**src/rtl/mmu_translate.sv**
```systemverilog
// Per-process virtual-to-physical translation for the block RAM port.
// Page table of {valid, writable, frame}, cleared by a sweep after reset, then 1-cycle lookups.
module mmu_translate #(
  parameter int PROC_BITS  = 3,
  parameter int VPAGE_BITS = 4,
  parameter int PAGE_BITS  = 6,
  parameter int FRAME_BITS = 4
) (
  input  logic                  clka,
  input  logic                  rst,
  input  logic                  req_valid,
  output logic                  req_ready,
  input  logic [PROC_BITS-1:0]  req_proc,
  input  logic [15:0]           req_vaddr,
  input  logic                  req_write,
  output logic                  rsp_valid,
  output logic [9:0]            rsp_paddr,
  output logic                  rsp_fault,
  output logic [1:0]            rsp_fault_code,
  output logic                  fault_active,
  input  logic                  fault_clr,
  input  logic                  cfg_we,
  input  logic [PROC_BITS-1:0]  cfg_proc,
  input  logic [VPAGE_BITS-1:0] cfg_vpage,
  input  logic                  cfg_valid,
  input  logic                  cfg_writable,
  input  logic [FRAME_BITS-1:0] cfg_frame,
  output logic                  init_busy
);

  localparam int IDX_W   = PROC_BITS + VPAGE_BITS;
  localparam int ENTRIES = 1 << IDX_W;
  localparam int ENT_W   = FRAME_BITS + 2;
  localparam int VA_HI   = PAGE_BITS + VPAGE_BITS;

  localparam logic [1:0] FC_NONE  = 2'd0;
  localparam logic [1:0] FC_RANGE = 2'd1;
  localparam logic [1:0] FC_INVAL = 2'd2;
  localparam logic [1:0] FC_WPROT = 2'd3;

  typedef enum logic [1:0] {
    ST_INIT  = 2'd0,
    ST_RUN   = 2'd1,
    ST_FAULT = 2'd2
  } state_e;

  state_e           state_q, state_d;
  logic [IDX_W-1:0] cnt_q, cnt_d;

  // Entry layout: {valid, writable, frame}
  logic [ENT_W-1:0] tbl_q [ENTRIES];

  logic             rsp_valid_q, rsp_valid_d;
  logic [9:0]       rsp_paddr_q, rsp_paddr_d;
  logic             rsp_fault_q, rsp_fault_d;
  logic [1:0]       rsp_code_q, rsp_code_d;

  logic             acc;
  logic [IDX_W-1:0] req_idx;
  logic [ENT_W-1:0] req_ent;
  logic [1:0]       code;

  logic             tbl_we;
  logic [IDX_W-1:0] tbl_widx;
  logic [ENT_W-1:0] tbl_wdata;

  // Lookup reads the current table contents, so a same-cycle cfg write is seen only next cycle
  always_comb begin
    acc     = req_valid && (state_q == ST_RUN);
    req_idx = {req_proc, req_vaddr[VA_HI-1:PAGE_BITS]};
    req_ent = tbl_q[req_idx];
    code    = FC_NONE;
    if (req_vaddr[15:VA_HI] != '0)
      code = FC_RANGE;
    else if (!req_ent[ENT_W-1])
      code = FC_INVAL;
    else if (req_write && !req_ent[ENT_W-2])
      code = FC_WPROT;
  end

  always_comb begin
    state_d = state_q;
    cnt_d   = cnt_q;
    case (state_q)
      ST_INIT: begin
        cnt_d = cnt_q + 1'b1;
        if (cnt_q == IDX_W'(ENTRIES - 1))
          state_d = ST_RUN;
      end
      ST_RUN: begin
        if (acc && code != FC_NONE)
          state_d = ST_FAULT;
      end
      ST_FAULT: begin
        if (fault_clr)
          state_d = ST_RUN;
      end
      default: state_d = ST_INIT;
    endcase
  end

  always_comb begin
    rsp_valid_d = acc;
    rsp_fault_d = acc && (code != FC_NONE);
    rsp_code_d  = acc ? code : FC_NONE;
    rsp_paddr_d = '0;
    if (acc && code == FC_NONE)
      rsp_paddr_d = {req_ent[FRAME_BITS-1:0], req_vaddr[PAGE_BITS-1:0]};
  end

  always_comb begin
    tbl_we    = 1'b0;
    tbl_widx  = cfg_idx_f(cfg_proc, cfg_vpage);
    tbl_wdata = {cfg_valid, cfg_writable, cfg_frame};
    if (state_q == ST_INIT) begin
      tbl_we    = 1'b1;
      tbl_widx  = cnt_q;
      tbl_wdata = '0;
    end else if (cfg_we) begin
      tbl_we = 1'b1;
    end
  end

  function automatic logic [IDX_W-1:0] cfg_idx_f(input logic [PROC_BITS-1:0] p,
                                                 input logic [VPAGE_BITS-1:0] v);
    return {p, v};
  endfunction

  // Control and response registers
  always_ff @(posedge clka or posedge rst) begin
    if (rst) begin
      state_q     <= ST_INIT;
      cnt_q       <= '0;
      rsp_valid_q <= 1'b0;
      rsp_paddr_q <= '0;
      rsp_fault_q <= 1'b0;
      rsp_code_q  <= FC_NONE;
    end else begin
      state_q     <= state_d;
      cnt_q       <= cnt_d;
      rsp_valid_q <= rsp_valid_d;
      rsp_paddr_q <= rsp_paddr_d;
      rsp_fault_q <= rsp_fault_d;
      rsp_code_q  <= rsp_code_d;
    end
  end

  // Table storage, cleared by the init sweep rather than by reset
  always_ff @(posedge clka) begin
    if (tbl_we)
      tbl_q[tbl_widx] <= tbl_wdata;
  end

  assign req_ready      = (state_q == ST_RUN);
  assign init_busy      = (state_q == ST_INIT);
  assign fault_active   = (state_q == ST_FAULT);
  assign rsp_valid      = rsp_valid_q;
  assign rsp_paddr      = rsp_paddr_q;
  assign rsp_fault      = rsp_fault_q;
  assign rsp_fault_code = rsp_code_q;

endmodule

```
**config.mk**
```make
export PLATFORM = sky130hd
export DESIGN_NAME = mmu_translate
export DESIGN_NICKNAME = d
export VERILOG_FILES = /design/src/rtl/mmu_translate.sv
export SDC_FILE = /design/constraint.sdc
export NUM_CORES = 1
export LEC_CHECK = 0
export CAP_MARGIN = 10
export CORE_ASPECT_RATIO = 0.75
export CORE_MARGIN = 2
export CORE_UTILIZATION = 64
export CTS_BUF_LIST = sky130_fd_sc_hd__clkbuf_8
export DETAILED_ROUTE_END_ITERATION = 6
export PLACE_DENSITY = 0.81
export SLEW_MARGIN = 20
export SYNTH_ARGS = -nofsm -noshare
export SYNTH_HDL_FRONTEND = slang
export SYNTH_SLANG_ARGS = --single-unit
```
**constraint.sdc**
```tcl
create_clock -name clka -period 13 [get_ports clka]
set_input_delay 3.9 -clock clka [delete_from_list [all_inputs] [get_ports clka]]
set_output_delay 3.9 -clock clka [all_outputs]
set_load 0.03 [all_outputs]
```
[After elaboration in Yosys (flattened, before gate mapping)]
Memory sizes are Yosys's and may differ from the RTL's.
Index checks and enable logic that the tools add are counted.
Storage, ports and cells
  memory bits (writable): 768
  register bits: 23
  logic and storage cells: 39
  ROM bits: 0
  input bits: 38
  output and inout port bits: 17
  memories kept: 1
  latch bits: 0
Memories
  tbl_q: words 128, width 6, read ports 1, clocked after Yosys merged registers in 0, wr ports 1, RTL line 51  | logic [ENT_W-1:0] tbl_q [ENTRIES];
Operators by class
  multipliers: 0
  divide/modulo/power cells: 0
  equality and inequality tests: 6
  bitwise gates (word level): 0
  magnitude comparators: 0
  shifts and indexed selects: 0
  reduce and logical (&&, ||, !) cells: 10
  add/sub/neg operators: 1
  muxes and demuxes: 15
Operator list (number)
  $mux W2: 7
  $mux W10: 1
  $add A7 B1 Y7 const B: 1
  $eq A7 B7 Y1 const B: 1
  $mux W7: 1
  $mux W6: 1
  $ne A2 B1 Y1 const B: 3
  $pmux W2 S3: 1
  $reduce_bool A6 Y1: 1
  $logic_and A1 B1 Y1: 4
  $logic_not A2 Y1: 2
  $mux W1: 4
  $reduce_and A3 Y1: 1
  $eq A2 B1 Y1 const B: 1
  $eq A2 B2 Y1 const B: 1
  $reduce_bool A2 Y1: 1
  $logic_not A1 Y1: 1

[Logic depth before layout (Yosys ltp)]
Gate-level depths: netlist (run 1).
An unclocked memory read counts as a cell.
  depth after elaboration: 10
  mapped depth: 11
  mapped depth without buffers: 7

[Worst setup path after synthesis (run 1)]
Ideal clock, no wire load.
  kind: input to register
  from: input cfg_frame[0]
  to: memory tbl_q[0][0] (netlist name) (data pin)
  setup time: 825 ps
  stages on the path: 1
  data required time: 12175 ps
  path slack: 5163 ps
  arrival: 7013 ps
  cells stage by stage: nor2b_1
Between the ends
  cells in the longest elaborated chain, start to end: 1
Ends and longest elaborated chain
  from (decl): RTL line 27  | input logic [FRAME_BITS-1:0] cfg_frame,
  $mux W6: RTL line 115  | if (state_q == ST_INIT) begin
  to (decl): RTL line 51
No other way between the ends.

[Final worst setup path (run 1)]
  from: input req_vaddr[6]
  to: register rsp_paddr_q[0], in the netlist rsp_paddr[0]
Between the ends
  cells in the longest elaborated chain, start to end: 9
Ends and longest elaborated chain
  from (decl): RTL line 14  | input logic [15:0] req_vaddr,
  $mem_v2 Z128 W6 (*)
  $logic_not A1 Y1: RTL line 77  | else if (req_write && !req_ent[ENT_W-2])
  $logic_and A1 B1 Y1: RTL line 77
  $mux W2: RTL line 77
  $mux W2 (*): RTL line 75  | else if (!req_ent[ENT_W-1])
  $mux W2 (*): RTL line 73  | if (req_vaddr[15:VA_HI] != '0)
  $logic_not A2 Y1 (*): RTL line 107  | if (acc && code == FC_NONE)
  $logic_and A1 B1 Y1 (*): RTL line 107
  $mux W10 (*): RTL line 107
  via rsp_paddr_d[0]: RTL line 54  | logic [9:0] rsp_paddr_q, rsp_paddr_d;
  to (signal assigned): RTL line 142  | rsp_paddr_q <= rsp_paddr_d;
  to (decl): RTL line 54
Mark *: on every way through the listed nets, which the timed path passes. The rest lies on a longest branch.
A chain may end at the register's enable or synchronous reset.

==> results.ini, run 1 <==
[clocking]
clock_sinks = 791
cts-root-buf = clkbuf_8
cts_hold_buf = 0
htreeDepth = 3
clockBufferDepth = 3
cts_buffers = 108
clock_latency_ps = 710
post_cts_resized = 0
tritoncts = done
post_cts.repair.setup_buffers = 0
clkSlewWorstSetupHoldPaths_ps = 70

[floorplan]
dieWidth_microns = 258.0
dieHeight_microns = 194.5
io_pins = 55
initial_utilization = 0.6512
core_area_sq_um = 47570
dieArea_sq_um = 50200
num_rows = 69

[critical_path]
reg2reg_from = state_q[1]
slowest_delay_ps = 640
critical-path-top-delay-family = buffers and inverters
path_class = primary input to register
endpoint_kind = register
cp.arrival_ps = 7850
crit_fanout = 106
crit_path_start_kind = primary input
r2r_setup_slack_ps = 9310
path_cells = buf_8, buf_12, mux4_2, o22ai_1, a2111oi_0, a22oi_1, nand2_1, nand4b_1, nor2_1
r2r_end = tbl_q[69][3]
required_ps = 13600
slowest_stage = a2111oi_0
cp.buffers_inverters = 2
rr_worst_depth = 6

[timing]
rsz0062_at_grt = no
drv_slew = 0
relSlewSlack = 0.2446
period_needed_ps = 7252
worst_pin_slew_ps = 1121
fin_skew_ps = 23.38
fin_hold_ws_ps = 558.3
period_share = 0.5578
fmax_ghz = 0.1379
finalSetupViolCount = 0
finalHoldViolCount = 0
setup_ws_ps = 5748
finalSetupTns_ps = 0

[min_path]
worstHoldStart = cnt_q[5]
hold_end = cnt_q[5]
hp-class = register to register
min_path_cells = 1

[route]
vias_per_cell = 6.828
wirelength_microns = 72070
drtIter0Drc = 2351
route.detailed.drc = 7
num_vias = 15685
wl_per_cell_microns = 31.38
ant_nets = 0
dr.pass1.iters = 7

[logic_synthesis]
synthArstFlopShare = 0.02908
synth_ff_type = edfxtp_1
ys_ff_latch = 791
seq_area_frac_synth = 0.7631
synth_fp_nets = 1489
synthCells = 1450
synthDistinctLibCells = 44
syn_area_sq_um = 30980
synth_edf_count = 768
syn_area_per_cell_sq_um = 21.36
yosysWarnings = 0

[pwr]
ir_drop_mv = 0.09698
power.switching_uw = 995.6
p_comb_frac = 0.033
power.leakage_nw = 10.29
switching_share = 0.2078
seqPwrFrac = 0.575
power_density_nw_per_um2 = 139.4
clockPowerShare = 0.392
power.total_mw = 4.790
p_int_mw = 3.795

[run]
max-cap-violations = 0

[layout]
final_nets = 1606
mostFrequentLayoutCell = edfxtp_1
drive_gt1_frac = 0.2468
nFillCells = 2609
final_cell_mix = edfxtp_1 (768), mux4_2 (226), nor2_1 (145)
final-instance-count-excl-fill = 2297
syn2layout_area_growth_pct = 10.95

[global_routing]
grt_pass1_vias = 15720
grt-ovfl-total = 0
grt_pass1_wl_microns = 106500
antenna_found_initial = 3
grt_max_degree = 129
grtUsageTotal = 0.2983

[placement]
placed_cells = 2095
gp_congestion = 0.9002
hpwl_microns = 44210
io_buffer_count = 54
dp_slack_ps = 5034

[run_status]
status = complete, but fails checks
violations = design-rule violations

==> logic make-up after synthesis <==
kind of cell / Yosys count / synth area share
DFF: 791 / 0.7631
AOI/OAI and AO/OA: 70 / 0.01478
muxes: 251 / 0.1726
adders and majority gates: 1 / 0.0004038
xor gates and xnor gates: 6 / 0.001697
and+or+nand+nor: 250 / 0.03494
buffers and inverters: 81 / 0.01248
==> worst max-delay path by stage <==
stage	startpoint	end	slack, ps	depth (start not counted)
5_1_grt	req_vaddr[6]	rsp_paddr[9]	5510	9
3_5_place_dp	req_vaddr[6]	rsp_paddr[0]	5030	9
6_report	req_vaddr[6]	rsp_paddr[0]	5750	9
3_3_place_gp	req_vaddr[7]	rsp_paddr[8]	5390	9
4_1_cts	req_vaddr[6]	rsp_paddr[0]	5760	9
2_1_floorplan	cfg_frame[0]	tbl_q[0][0]	5160	1
==> metal layers <==
layer	wire length, microns	track usage	share of wire	vias up
met5	9	0.002874	0.00012	-
met4	2069	0.08692	0.029	2
met3	9376	0.09729	0.13	174
met2	33680	0.4406	0.47	1094
met1	26940	0.4373	0.37	8151
li1	-	-	-	6264
==> power by group through the flow <==
stage | logic, mW | clock network, mW | registers (mW)
global route | 0.166 | 2.00 | 2.75
floorplan | 0.109 | 0 | 2.81
detailed placement | 0.157 | 0 | 2.81
finish | 0.159 | 1.88 | 2.75
global placement | 0.154 | 0 | 2.81
CTS | 0.158 | 1.89 | 2.75
==> worst reg2reg max path, cell delays in order, from the launching register on <==
cell      delay, ps
dfrtp_1         470
nor2_4          130
buf_4           400
mux2i_1         680
nand3b_1        290
nand2b_2        660
nor2_1          710
==> through the flow <==
| stage | cell area [sq um] | util |
|---|---|---|
| after floorplan | 30980 | - |
| after global placement | 32210 | 0.6770 |
| after detailed placement | 32220 | 0.6773 |
| after CTS | 34340 | 0.7220 |
| after global routing | 34370 | 0.7225 |
| final | 34370 | 0.7225 |
==> synth_stat cells (4+ instances only) <==
master | instances | area share
nand3b_1 | 6 | 0.0015
mux4_2 | 226 | 0.16
buf_2 | 24 | 0.0039
mux2_2 | 6 | 0.0022
o22ai_1 | 20 | 0.0040
inv_1 | 9 | 0.0011
nor2b_1 | 13 | 0.0026
dfrtp_1 | 23 | 0.019
o21ai_0 | 11 | 0.0018
nor2_1 | 146 | 0.018
buf_1 | 10 | 0.0012
nand2_1 | 44 | 0.0053
clkbuf_1 | 24 | 0.0029
a22oi_1 | 7 | 0.0017
a31oi_1 | 4 | 0.00081
nand3_1 | 13 | 0.0021
nand2b_1 | 12 | 0.0024
mux2i_1 | 19 | 0.0061
a21oi_1 | 9 | 0.0015
edfxtp_1 | 768 | 0.74
buf_4 | 10 | 0.0024
==> registers in the layout, indices dropped and copies added, names as in the netlist <==
signal and flops:
cnt_q 7, rsp_fault 1, state_q 2, rsp_fault_code 2, rsp_valid 1, tbl_q 768, rsp_paddr 10
==> area by class of cell <==
class,count,area [sq um],area share
clock inverters,90,611.8,0.01780
well taps,639,799.5,0.02326
repair buffers,77,745.7,0.02170
clock buffers,110,1514,0.04405
flip-flops and latches,791,23640,0.6877
multi-input cells,578,7018,0.2042
inverters,11,41.29,0.001201
diodes,1,2.502,0.00007281
Power figures use the tool's default switching activity.
==> inputs of run 2 (changes only) <==
clock period = 7.5 ns   (was 13 ns; I/O delays follow)
==> run 2 against run 1 <==
The flow now finishes without violations. Register-to-register slack worse by 5300 ps. Sequential power increased by 73%. Die area unchanged. Cell area rose by 0.35%. Global-route usage shrank 0.28 points. Largest power group unchanged. Highest routed layer unchanged.
==> results.ini, run 2 (same netlist as run 1, synthesis figures left out) <==
[clocking]
clock_sinks = 791  ; unchanged
tritoncts = done  ; unchanged
clockBufferDepth = 3  ; unchanged
post_cts.repair.setup_buffers = 0  ; unchanged
clkSlewWorstSetupHoldPaths_ps = 70  ; about the same
cts_buffers = 109  ; was 108
htreeDepth = 3  ; unchanged
cts-root-buf = clkbuf_8  ; unchanged
cts_hold_buf = 0  ; unchanged
clock_latency_ps = 740  ; was 710 ps
post_cts_resized = 0  ; unchanged

[timing]
finalHoldViolCount = 0  ; unchanged
fin_skew_ps = 46.08  ; was 23.38 ps
relSlewSlack = 0.2507  ; was 0.2446
period_share = 0.6457
fmax_ghz = 0.2065
drv_slew = 0  ; unchanged
period_needed_ps = 4843
rsz0062_at_grt = no  ; unchanged
finalSetupTns_ps = 0  ; unchanged
finalSetupViolCount = 0  ; unchanged
worst_pin_slew_ps = 1112  ; was 1121 ps

[critical_path]
crit_fanout = 22  ; was 106
crit_path_start_kind = primary input  ; unchanged
path_class = primary input to register  ; unchanged
reg2reg_from = state_q[1]  ; unchanged
r2r_setup_slack_ps = 4030  ; was 9310 ps
r2r_end = tbl_q[13][0]  ; was tbl_q[69][3]
endpoint_kind = register  ; unchanged
cp.arrival_ps = 5490  ; was 7850 ps
required_ps = 8150  ; was 13600 ps
rr_worst_depth = 7  ; was 6

[layout]
syn2layout_area_growth_pct = 11.34  ; was 10.95%
largest-register = tbl_q  ; unchanged
mostFrequentLayoutCell = edfxtp_1  ; unchanged
final_nets = 1622  ; was 1606
multi_input_area_sq_um = 7005  ; was 7018 sq um
final_cell_mix = edfxtp_1 (768), mux4_2 (226), nor2_1 (145)  ; unchanged
largest_reg_flops = 768  ; unchanged
fin_area_sq_um = 34490  ; was 34370 sq um
seqCellArea_sq_um = 23640  ; unchanged
drive_gt1_frac = 0.2548  ; was 0.2468
antenna_cells = 0  ; was 1
nFillCells = 2627  ; was 2609

[floorplan]
core_area_sq_um = 47570  ; unchanged
initial_utilization = 0.6512  ; unchanged
dieHeight_microns = 194.5  ; unchanged
dieArea_sq_um = 50200  ; unchanged
num_rows = 69  ; unchanged
dieWidth_microns = 258.0  ; unchanged
io_pins = 55  ; unchanged

[global_routing]
grt_pass1_vias = 15795  ; was 15720
grt_max_degree = 113  ; was 129
grtUsageTotal = 0.2956  ; was 0.2983
grt_pass1_wl_microns = 105800  ; was 106500 microns
grt-ovfl-total = 0  ; unchanged
antenna_found_initial = 3  ; unchanged

[route]
ant_nets = 0  ; unchanged
num_vias = 15736  ; was 15685
dr.pass1.iters = 6  ; was 7
drtIter0Drc = 2180  ; was 2351
route.detailed.drc = 0  ; was 7
wirelength_microns = 71780  ; was 72070 microns
vias_per_cell = 6.809  ; was 6.828
wl_per_cell_microns = 31.06  ; was 31.38 microns

[pwr]
ir_drop_mv = 0.1676  ; was 0.09698 mV
power_density_nw_per_um2 = 237.9  ; was 139.4 nW/um^2
power.leakage_nw = 10.35  ; was 10.29 nW

[placement]
hpwl_microns = 44680  ; was 44210 microns
placed_area_sq_um = 32340  ; was 32220 sq um
io_buffer_count = 54  ; unchanged
gp_congestion = 0.8919  ; was 0.9002

[min_path]
worstHoldStart = cnt_q[4]  ; was cnt_q[5]
hold_end = cnt_q[4]  ; was cnt_q[5]
hp-class = register to register  ; unchanged
min_path_cells = 1  ; unchanged

[run_status]
status = complete, no violations  ; was complete, but fails checks

[run]
max-cap-violations = 0  ; unchanged

[run 2: layer usage]
layer,track usage,share of wire,vias to the layer above
li1,-,-,6291
met1,0.4383,0.37,8155
met2,0.4312,0.46,1121
met3,0.09598,0.13,167
met4,0.08713,0.029,2
met5,0,0.00021,-
[run 2: per-stage QoR]
stage | total power [mW] | utilization | setup WS [ps] | instances | hold WS (ps)
after global routing | 8.417 | 0.7251 | 2449 | 2311 | 601.5
after floorplan | 5.054 | - | 1313 | 1450 | 498.7
after CTS | 8.228 | 0.7232 | 2685 | 2308 | 538.6
after detailed placement | 5.143 | 0.6799 | 1938 | 2108 | 526.2
after global placement | 5.140 | 0.6799 | 2074 | 2108 | 518.7
final | 8.205 | 0.7251 | 2657 | 2311 | 548.2
[run 2: how the worst max path moves through the flow]
stage,startpoint,slack (ps),endpoint
finish,req_vaddr[9],2660,rsp_paddr[9]
global route,req_vaddr[9],2450,rsp_paddr[6]
CTS,state_q[1],2680,init_busy
detailed placement,req_vaddr[6],1940,rsp_paddr[6]
global placement,req_vaddr[6],2070,rsp_paddr[6]
floorplan,cfg_frame[0],1310,tbl_q[0][0]
[run 2: worst max-delay path, stage by stage]
cell and delay (ps):
clkdlybuf4s50_1 690, inv_2 650, buf_4 500, nand2_1 110
a21o_1 200, a31oi_1 170, a211o_1 150, nand4b_1 450
a21oi_1 320
[run 2: area by class of cell]
class / instances / share of cell area
flip-flops and latches: 791 / 0.6853
well taps: 639 / 0.02318
multi-input cells: 578 / 0.2031
inverters: 11 / 0.001197
clock buffers: 118 / 0.04709
repair buffers: 92 / 0.02735
clock inverters: 82 / 0.01273
[run 2: where the power goes]
group          leakage, nW  switching [mW]  internal (mW)
combinational         2.41           0.148          0.133
clock                 1.19            1.60           1.56
sequential            6.75               0           4.77
total                 10.4            1.74           6.46
==> edit 1: new RTL, config.mk and constraints of run 2 <==
Add an input register stage for `cfg_we`, `cfg_proc`, `cfg_vpage`, `cfg_valid`, `cfg_writable` and `cfg_frame`, without a reset; this delays them by one clock. The other inputs are not delayed to match.
--- a/src/rtl/mmu_translate.sv
+++ b/src/rtl/mmu_translate.sv
@@ -45,2 +45,18 @@
   } state_e;
+
+  logic cfg_we_q;
+  logic [PROC_BITS-1:0] cfg_proc_q;
+  logic [VPAGE_BITS-1:0] cfg_vpage_q;
+  logic cfg_valid_q;
+  logic cfg_writable_q;
+  logic [FRAME_BITS-1:0] cfg_frame_q;
+
+  always_ff @(posedge clka) begin
+    cfg_we_q       <= cfg_we;
+    cfg_proc_q     <= cfg_proc;
+    cfg_vpage_q    <= cfg_vpage;
+    cfg_valid_q    <= cfg_valid;
+    cfg_writable_q <= cfg_writable;
+    cfg_frame_q    <= cfg_frame;
+  end
 
@@ -112,4 +128,4 @@
     tbl_we    = 1'b0;
-    tbl_widx  = cfg_idx_f(cfg_proc, cfg_vpage);
-    tbl_wdata = {cfg_valid, cfg_writable, cfg_frame};
+    tbl_widx  = cfg_idx_f(cfg_proc_q, cfg_vpage_q);
+    tbl_wdata = {cfg_valid_q, cfg_writable_q, cfg_frame_q};
     if (state_q == ST_INIT) begin
@@ -118,3 +134,3 @@
       tbl_wdata = '0;
-    end else if (cfg_we) begin
+    end else if (cfg_we_q) begin
       tbl_we = 1'b1;
Check against the original RTL: same outputs for any inputs over 10 cycles, from zero or initial values and one cycle with rst high; that may be too few to reach the edited logic, so the function may still have changed.
==> edit 1 against run 2 <==
- synthesized area grew 1.8%
- largest power group unchanged
- die area grew 1.7%
- sequential cell count grew 14
- routed wire length grew 0.58%
- setup slack lost 0.23 ns
- clock skew shrank 0.015 ns
- power shrank 1.5%
- highest routed layer unchanged
- design area grew 0.67%
==> edit 1: results (changes against run 2) <==
[status]
status=completed

[global_routing]
grt_max_degree=112  ; -0.88%
grt_use_met3_pct=8.20  ; -1.4 points
use_met1_pct=43.9  ; +0.083 points
grt_pass1_vias=16122  ; +2.1%
antenna_found_initial=2  ; -1
grt_pass1_wl_um=106000  ; +0.40%
grt_use_met2_pct=42.9  ; -0.25 points

[routing]
firstDrtPassIters=5  ; -1
wl_met1_um=27100  ; +0.84%
routed_wl_um=72200  ; +0.58%
dr_wl_met3_um=9090  ; -5.0%
vias_per_cell=6.83  ; +0.35%
wl_met2_um=33400  ; +0.56%

[pwr]
cellLeakagePower_nw=9.00  ; -13%
intPower_mw=6.41  ; -0.86%
clkPwrFrac_pct=37.6  ; -0.8 points
power_density_nw_per_um2=233  ; -2.1%

[placed_design]
pre_cts_slack_ns=1.99  ; +0.0484 ns
gp_congestion=0.899  ; +0.75%
place_area_sq_um=32800  ; +1.3%
dp.final_hpwl_um=44500  ; -0.34%
post-place-cells=2152  ; +2.1%

[finish]
antennaDiodeCount=0  ; unchanged
num-nets-final=1656  ; +2.1%
fin_cells=2349  ; +1.6%
drive_gt1_share_pct=25.0  ; -0.49 points

[sta]
tightest_slew_ns=1.16  ; +0.0448 ns
fin_skew_ns=0.0312  ; -0.0149 ns

[synth]
synth-async-reset-ratio_pct=2.86  ; -0.051 points
ys_top_cells_by_count=768 x edfxtp_1, 218 x mux4_2, 145 x nor2_1, 45 x nand2_1, 29 x clkbuf_1
synthMuxAreaShare_pct=16.8  ; -0.42 points
synth_xor_area_share_pct=0.167  ; -0.0030 points
yosys-top-cells-area=edfxtp_1 73%, mux4_2 16%, dfrtp_1 1.8%
synthAdderAreaFrac_pct=0.0397  ; -0.00070 points
syn_inst=1490  ; +2.8%
seq_area_frac_synth_pct=75.9  ; -0.44 points
ys_types=53  ; +20%
synth-compound-area-share_pct=1.83  ; +0.35 points

[critical_path]
crit_arrival_ns=2.82  ; -2.67 ns

[clocking]
cts_made_buffers=111  ; +1.8%
clk_latency_ns=0.72  ; -0.02 ns

-- edit 1: cell type report --
cell class	instances	area (sq um)
sequential	805	23900
fill	2709	14000
clock inverter	79	343
multi-input combinational	603	7170
clock buffer	118	1620
timing repair buffer	90	833
tap	648	811
inverter	6	22.5
-- edit 1: final timing paths --
check / startpoint / end / slack [ns]
min in group asynchronous: rst / rsp_paddr[9]$_DFF_PP0_ / 2.08
max reg2reg: state_q[0]$_DFFE_PP0P_ / tbl_q[10][1]$_DFFE_PP_ / 3.43
max: state_q[0]$_DFFE_PP0P_ / init_busy / 2.43
max in group asynchronous: rst / cnt_q[1]$_DFFE_PP0P_ / 4.82
min reg2reg: cnt_q[6]$_DFFE_PP0P_ / cnt_q[6]$_DFFE_PP0P_ / 0.58
min: cnt_q[6]$_DFFE_PP0P_ / cnt_q[6]$_DFFE_PP0P_ / 0.58
-- edit 1: critical path: stages, from the launching register on --
cell	delay, ns
dfrtp_1	0.44
nor2_4	0.84
clkdlybuf4s50_1	0.84
==> edit 2: new RTL, config.mk and constraints of run 2 <==
Made on the original files. Change the parameter `VPAGE_BITS` from 4 to 2.
--- a/src/rtl/mmu_translate.sv
+++ b/src/rtl/mmu_translate.sv
@@ -4,3 +4,3 @@
   parameter int PROC_BITS  = 3,
-  parameter int VPAGE_BITS = 4,
+  parameter int VPAGE_BITS = 2,
   parameter int PAGE_BITS  = 6,
Interface: changed (resized cfg_vpage); port bits go from 55 to 53. No check against the original RTL was run, so the function may have changed too.
==> edit 2 against run 2 <==
- synthesized area shrank 72%
- critical path type unchanged
- die area shrank 71%
- setup slack gained 0.33 ns
- power shrank 61%
- count of clock-buffer cells in the layout shrank 82
- sequential cell count shrank 578
- design area shrank 71%
- routed wire length shrank 74%
==> edit 2: results (changes against run 2) <==
[synth]
seq_area_frac_synth_pct=73.3  ; -3.0 points
ys_top_cells_by_count=192 x edfxtp_1, 39 x mux4_2, 39 x nor2_1, 37 x mux2i_1, 25 x nand2_1
synth-compound-area-share_pct=3.28  ; +1.8 points
ys_ff_latch=213  ; -73%
ys_types=37  ; -16%
synthAdderAreaFrac_pct=0.291  ; +0.25 points
synth_area_per_cell_sq_um=18.1  ; -15%
synth_edf_count=192  ; -75%
synth-async-reset-ratio_pct=9.86  ; +7.0 points
synthMuxAreaShare_pct=14.8  ; -2.5 points

[routing]
firstDrtPassIters=5  ; -1
routed_wl_um=18600  ; -74%
drt-initial-drc-count=421  ; -81%
wl_per_cell_um=25.1  ; -19%

[critical_path]
crit_path_end=rsp_paddr[0]$_DFF_PP0_
slowest_stage=buf_2
ff2ff_setup_slack_ns=4.86  ; +0.83 ns
crit_fanout=38  ; +73%
crit_arrival_ns=5.00  ; -0.49 ns
rr_worst_depth=5  ; -2

[finish]
nFillCells=777  ; -70%
register_area_sq_um=6290  ; -73%
n_all_inverters=9  ; -2
num-multi-input-gates=232  ; -60%
clkCellAreaFrac_pct=5.86  ; -0.13 points
multi_input_area_sq_um=2170  ; -69%
signal_buffers=59  ; -36%
num-nets-final=583  ; -64%
largest_reg_flops=192  ; -75%
clockBufferCount=36  ; -69%

[clocking]
htreeDepth=1  ; -2
clk_latency_ns=0.55  ; -0.19 ns

[global_routing]
grt_use_total_pct=27.0  ; -2.6 points
antenna_found_initial=0  ; -3
grt_use_met2_pct=40.7  ; -2.4 points
grt_pass1_vias=4728  ; -70%
grt_max_degree=39  ; -65%
use_met1_pct=40.6  ; -3.2 points

[placed_design]
gp_congestion=0.839  ; -5.9%
port_buffers=52  ; -3.7%
pre_cts_slack_ns=2.46  ; +0.521 ns
post-place-cells=682  ; -68%
place_area_sq_um=9250  ; -71%
dp.final_hpwl_um=12000  ; -73%

[min_path]
hp-start=cnt_q[3]$_DFFE_PP0P_

[pwr]
cellLeakagePower_nw=3.45  ; -67%

[status]
status=completed

## edit 2: cell types whose count changed in the layout (fill, tap and decap cells not counted), moves of 19 or more
| cell | run 2 | this run |
|---|---|---|
| buf_4 | 31 | 7 |
| clkbuf_8 | 118 | 36 |
| clkinv_1 | 25 | 5 |
| edfxtp_1 | 768 | 192 |
| inv_1 | 43 | 19 |
| mux4_2 | 226 | 39 |
| nand2_1 | 44 | 25 |
| nor2_1 | 145 | 38 |
| o22ai_1 | 20 | 1 |
## edit 2: where the power goes
part	total, mW	switching (mW)	internal (mW)
clock	0.850	0.416	0.434
sequential	1.63	0.0548	1.58
combinational	0.694	0.492	0.202
total	3.18	0.963	2.21
## edit 2: routing by layer
| layer | wire [um] | share of wire [%] |
|---|---|---|
| met1 | 7860 | 42 |
| met2 | 8590 | 46 |
| met3 | 1710 | 9.2 |
| met4 | 427 | 2.3 |
| met5 | 0 | 0 |
